--- config.mk ---
export PLATFORM = sky130hd
export DESIGN_NAME = fetch_decode_buffer
export DESIGN_NICKNAME = d
export VERILOG_FILES = /design/src/rtl/fetch_decode_buffer.sv
export SDC_FILE = /design/constraint.sdc
export NUM_CORES = 1
export LEC_CHECK = 0
export BUFFER_PORTS_ARGS = -buffer_cell sky130_fd_sc_hd__buf_2
export CAP_MARGIN = 20
export CORE_MARGIN = 2
export CORE_UTILIZATION = 35
export CTS_BUF_LIST = sky130_fd_sc_hd__clkbuf_2
export CTS_CLUSTER_DIAMETER = 100
export DETAILED_ROUTE_END_ITERATION = 7
export PLACE_DENSITY = 0.61
export SLEW_MARGIN = 0
export SYNTH_ARGS = -nofsm -noshare
export SYNTH_HDL_FRONTEND = slang
export SYNTH_SLANG_ARGS = --single-unit
--- constraint.sdc ---
create_clock -name CLK -period 9.6 [get_ports CLK]
set_clock_uncertainty 0.15 [all_clocks]
set_input_delay 0 -clock CLK [delete_from_list [all_inputs] [get_ports CLK]]
set_output_delay 0 -clock CLK [all_outputs]
set_load 0.01 [all_outputs]
--- src/rtl/fetch_decode_buffer.sv ---
// Fetch-to-decode instruction buffer: circular FIFO of {instr, pc}
// with combinational decode of the head entry and halt/flush control.
module fetch_decode_buffer #(
  parameter int unsigned DEPTH     = 4,
  parameter logic [31:0] HALT_INSN = 32'hFFFF_FFFF
) (
  input  logic                     CLK,
  input  logic                     RST,
  input  logic                     flush,
  input  logic                     in_valid,
  output logic                     in_ready,
  input  logic [31:0]              in_instr,
  input  logic [31:0]              in_pc,
  output logic                     out_valid,
  input  logic                     out_ready,
  output logic [31:0]              out_instr,
  output logic [31:0]              out_pc,
  output logic [6:0]               out_opcode,
  output logic [4:0]               out_rd,
  output logic [4:0]               out_rs1,
  output logic [4:0]               out_rs2,
  output logic                     out_illegal,
  output logic                     out_halt,
  output logic [$clog2(DEPTH):0]   count
);

  localparam int unsigned PTR_W   = $clog2(DEPTH);
  localparam int unsigned CNT_W   = PTR_W + 1;
  localparam int unsigned ENTRY_W = 64;

  logic [ENTRY_W-1:0] mem_q [DEPTH];
  logic [ENTRY_W-1:0] mem_d [DEPTH];
  logic [PTR_W-1:0]   wr_ptr_q, wr_ptr_d;
  logic [PTR_W-1:0]   rd_ptr_q, rd_ptr_d;
  logic [CNT_W-1:0]   count_q, count_d;
  logic               halt_seen_q, halt_seen_d;

  logic               full;
  logic               push;
  logic               pop;
  logic [ENTRY_W-1:0] head;

  // Handshake qualifiers; in_ready deliberately ignores out_ready
  always_comb begin
    full      = (count_q == CNT_W'(DEPTH));
    out_valid = (count_q != '0);
    in_ready  = !full && !halt_seen_q && !flush;
    push      = in_valid && in_ready;
    pop       = out_valid && out_ready && !flush;
  end

  // Next-state for pointers, occupancy, halt latch and storage; flush wins
  always_comb begin
    mem_d       = mem_q;
    wr_ptr_d    = wr_ptr_q;
    rd_ptr_d    = rd_ptr_q;
    count_d     = count_q;
    halt_seen_d = halt_seen_q;
    if (flush) begin
      wr_ptr_d    = '0;
      rd_ptr_d    = '0;
      count_d     = '0;
      halt_seen_d = 1'b0;
    end else begin
      if (push) begin
        mem_d[wr_ptr_q] = {in_instr, in_pc};
        wr_ptr_d        = wr_ptr_q + PTR_W'(1);
        if (in_instr == HALT_INSN) begin
          halt_seen_d = 1'b1;
        end
      end
      if (pop) begin
        rd_ptr_d = rd_ptr_q + PTR_W'(1);
      end
      count_d = count_q + CNT_W'(push) - CNT_W'(pop);
    end
  end

  // Control state with asynchronous reset
  always_ff @(posedge CLK or posedge RST) begin
    if (RST) begin
      wr_ptr_q    <= '0;
      rd_ptr_q    <= '0;
      count_q     <= '0;
      halt_seen_q <= 1'b0;
    end else begin
      wr_ptr_q    <= wr_ptr_d;
      rd_ptr_q    <= rd_ptr_d;
      count_q     <= count_d;
      halt_seen_q <= halt_seen_d;
    end
  end

  // Entry storage; contents are not reset, occupancy tracks validity
  always_ff @(posedge CLK) begin
    mem_q <= mem_d;
  end

  // Head entry and its decode fields
  always_comb begin
    head        = mem_q[rd_ptr_q];
    out_instr   = head[63:32];
    out_pc      = head[31:0];
    out_opcode  = out_instr[6:0];
    out_rd      = out_instr[11:7];
    out_rs1     = out_instr[19:15];
    out_rs2     = out_instr[24:20];
    out_illegal = (out_instr[1:0] != 2'b11);
    out_halt    = (out_instr == HALT_INSN);
    count       = count_q;
  end

endmodule

==> results.sh <==
export IMPL_status="finished clean"
export IMPL_ir_drop_mv=0.0979
export IMPL_route_met2_wl_mm=11.3
export IMPL_timing_slew_headroom_pct=30.3
export IMPL_reg2reg_slack_ns=5.97
export IMPL_muxShareOfSynthArea_pct=14.9
export IMPL_final_cells=1192
export IMPL_critPathMaxFanout=37
export IMPL_drt_first_pass_iters=4
export IMPL_critPathLaunchType="register"
export IMPL_min_period_over_period_pct=43.3
export IMPL_fin_nets=837
export IMPL_synth_xor_area_share_pct=0.349
export IMPL_timing_rr_start="count[1]$_DFF_PP0_"
export IMPL_yosysTopAreaCell="edfxtp_1"
export IMPL_synth_top_family_by_area="multiplexers"
export IMPL_synthFlopType="edfxtp_1"
export IMPL_async_flop_share_pct=3.03
export IMPL_cp_end_kind="output port"
export IMPL_io_buffers=161
export IMPL_holdCritStartpoint="flush"
export IMPL_rsz0062_at_grt="false"
export IMPL_setup_tns_ns=0
export IMPL_p_leak_nw=4.66
export IMPL_antenna_found_initial=1
export IMPL_tightest_slew_ns=1.05
export IMPL_syn_nets=503
export IMPL_drtIter0Drc=398
export IMPL_ys_warn_count=0
export IMPL_synth_top_cell_area_share_pct=76.5
export IMPL_synth_enable_flop_cells=256
export IMPL_grt_pass1_vias=6258
export IMPL_period_minus_slack_ns=4.15
export IMPL_synth_compound_area_share_pct=0.361
export IMPL_yosysMostFrequentCell="edfxtp_1"
export IMPL_fin_util_pct=46.1
export IMPL_gp_congestion=0.697
export IMPL_synthSimpleGateAreaFrac_pct=2.19
export IMPL_met1Wirelength_mm=8.83
export IMPL_clk_pin_slew_ns=0.11
export IMPL_die_x_um=173
export IMPL_hp_class="in -> reg"
export IMPL_syn_avg_cell_area_um2=23.5
export IMPL_wl_mm=21.9
export IMPL_dp_cells=936
export IMPL_power_density_nw_per_um2=213
export IMPL_rows=62
export IMPL_initial_utilization_pct=35.3
export IMPL_ys_types=29
export IMPL_fp_dieH_um=173
export IMPL_cp_cell_sequence="buf_4 -> mux4_1 -> nand4_1 -> or4_1 -> nor4_2 -> buf_2"
export IMPL_drc=0
export IMPL_layout_setup_ws_ns=5.45
export IMPL_core_um2=28500
export IMPL_clockBufferDepth=3
export IMPL_yosys_top_cells_area="edfxtp_1 77%, mux4_2 12%, mux4_1 3.1%"
export IMPL_dp_slack_ns=6.12
export IMPL_wl_per_cell_um=18.4
export IMPL_cts_resized=0
export IMPL_clock_root_buffer="clkbuf_2"
export IMPL_setup_viol=0
export IMPL_cts_buffers=68
export IMPL_max_stage_delay_ns=0.83
export IMPL_clock_latency_ns=0.77
export IMPL_cp_slowest_cell="dfrtp_4"
export IMPL_grt_max_degree=66
export IMPL_top_layer_used="met4"
export IMPL_critPathArrivalTime_ns=4.00
export IMPL_final_layout_size_suffix_gt1_share_pct=40.3
export IMPL_crit_required_ns=9.45
export IMPL_ys_ff_latch=264
export IMPL_met3_wirelength_mm=1.15
export IMPL_dp_hpwl_mm=12.4
export IMPL_grt_usage_pct=14.8
export IMPL_drv_slew=0
export IMPL_area_delta_synth_final_pct=30.5
export IMPL_vias_per_cell=4.66
export IMPL_h_tree_depth=3
export IMPL_fmax_mhz=241
export IMPL_seq_area_frac_synth_pct=78.5
export IMPL_netlist_instances=427
export IMPL_cp_startpoint="rd_ptr_q[0]$_DFFE_PP0P_"
export IMPL_power_total_w=0.00279
export IMPL_ant_nets=0
export IMPL_grt_pass1_wl_mm=33.8
export IMPL_die_area_um2=30100
export IMPL_netlist_top_cells_count="256 x edfxtp_1, 52 x mux4_2, 25 x buf_4"
export IMPL_grt_overflow=0
export IMPL_synth_adder_area_share_pct=0.946
export IMPL_io_pins=162
export IMPL_final_hold_violation_count=0
export IMPL_cts_sinks=264
export IMPL_via_count=5552
export IMPL_drv_cap=0
export IMPL_path_class="reg -> out"
export IMPL_syn_area_um2=10000
export IMPL_cts_tree="yes"
## final cells by class
type,count,area [µm²]
antenna,1,2.50
multi-input combinational,119,1890
tap,384,480
fill,2492,15400
clock buffer,96,480
sequential,264,7900
inverter,7,26.3
timing repair buffer,301,2200
clock inverter,20,129
## metrics by stage
| step | hold slack [ns] | cell area, µm² |
|---|---|---|
| 6_report | 0.102 | 13100 |
| 5_1_grt | 0.0651 | 13100 |
| 4_1_cts | 0.00575 | 13100 |
| 3_5_place_dp | -0.185 | 11100 |
| 3_3_place_gp | -0.195 | 11100 |
| 2_1_floorplan | -0.334 | 10000 |
## critical path, delay by kind of cell (launching register included)
family,cells,cell delay [ns]
AND/OR/NAND/NOR,3,1.07
buffers and inverters,2,0.88
flip-flops,1,0.83
multiplexers,1,0.45
## metal layers
layer  up-vias  track usage, %
met5         -               0
met4         0            6.92
met3        47            3.88
met2       203            25.7
met1      2788            17.3
li1       2514               -
## placed cells by master (no fill, tap or decap), types with 2 or more instances in the layout
master	synthesis	routed
ha_1	6	6
nand4_1	15	15
buf_2	7	161
clkbuf_2	0	96
bufinv_16	0	2
clkinv_1	0	14
dfrtp_4	0	2
or3_1	2	2
mux4_2	52	52
inv_1	7	7
dfrtp_1	8	6
and2_4	0	4
nand2_1	4	4
dlygate4sd3_1	0	139
xor2_1	3	3
inv_2	0	3
nor2_1	8	8
nor4_1	2	2
mux4_1	12	12
edfxtp_1	256	256
## kinds of logic (layout without fill, tap and decap cells)
family	count (synthesis)	in the layout
and+or+nand+nor	39	39
adders and majority gates	7	7
AOI/OAI and AO/OA	4	4
xor gates and xnor gates	4	4
buffers and inverters	44	424
other	0	1
muxes	65	65
DFF	264	264
## state kept, by name, indices dropped and copies added, names as in the netlist
register / count
count: 3
halt_seen_q: 1
mem_q: 256
rd_ptr_q: 2
wr_ptr_q: 2
## repair_timing
item / 4_1_cts / 5_1_grt
buffers inserted: 0 / 0
hold buffers: 139 / 0
setup endpoints to repair: 0 / 0
endpoints found under the hold margin: 286 / 0
## power breakdown
| group | total (W) | switching, W | internal, W |
|---|---|---|---|
| logic | 0.000644 | 0.000321 | 0.000323 |
| registers | 0.00140 | 0.0000643 | 0.00134 |
| clock network | 0.000746 | 0.000425 | 0.000321 |
## path summary, 6_finish.rpt
| path | cells past startpoint | to |
|---|---|---|
| worst max register to register | 12 | count[2]$_DFF_PP0_ |
| max in group asynchronous | 4 | rd_ptr_q[0]$_DFFE_PP0P_ |
| worst min-delay path | 5 | wr_ptr_q[0]$_DFFE_PP0P_ |
| min in group asynchronous | 4 | count[2]$_DFF_PP0_ |
| worst max-delay path | 6 | out_halt |
| worst min register to register | 1 | wr_ptr_q[0]$_DFFE_PP0P_ |
No activity file was read; power rests on OpenSTA's default activity.
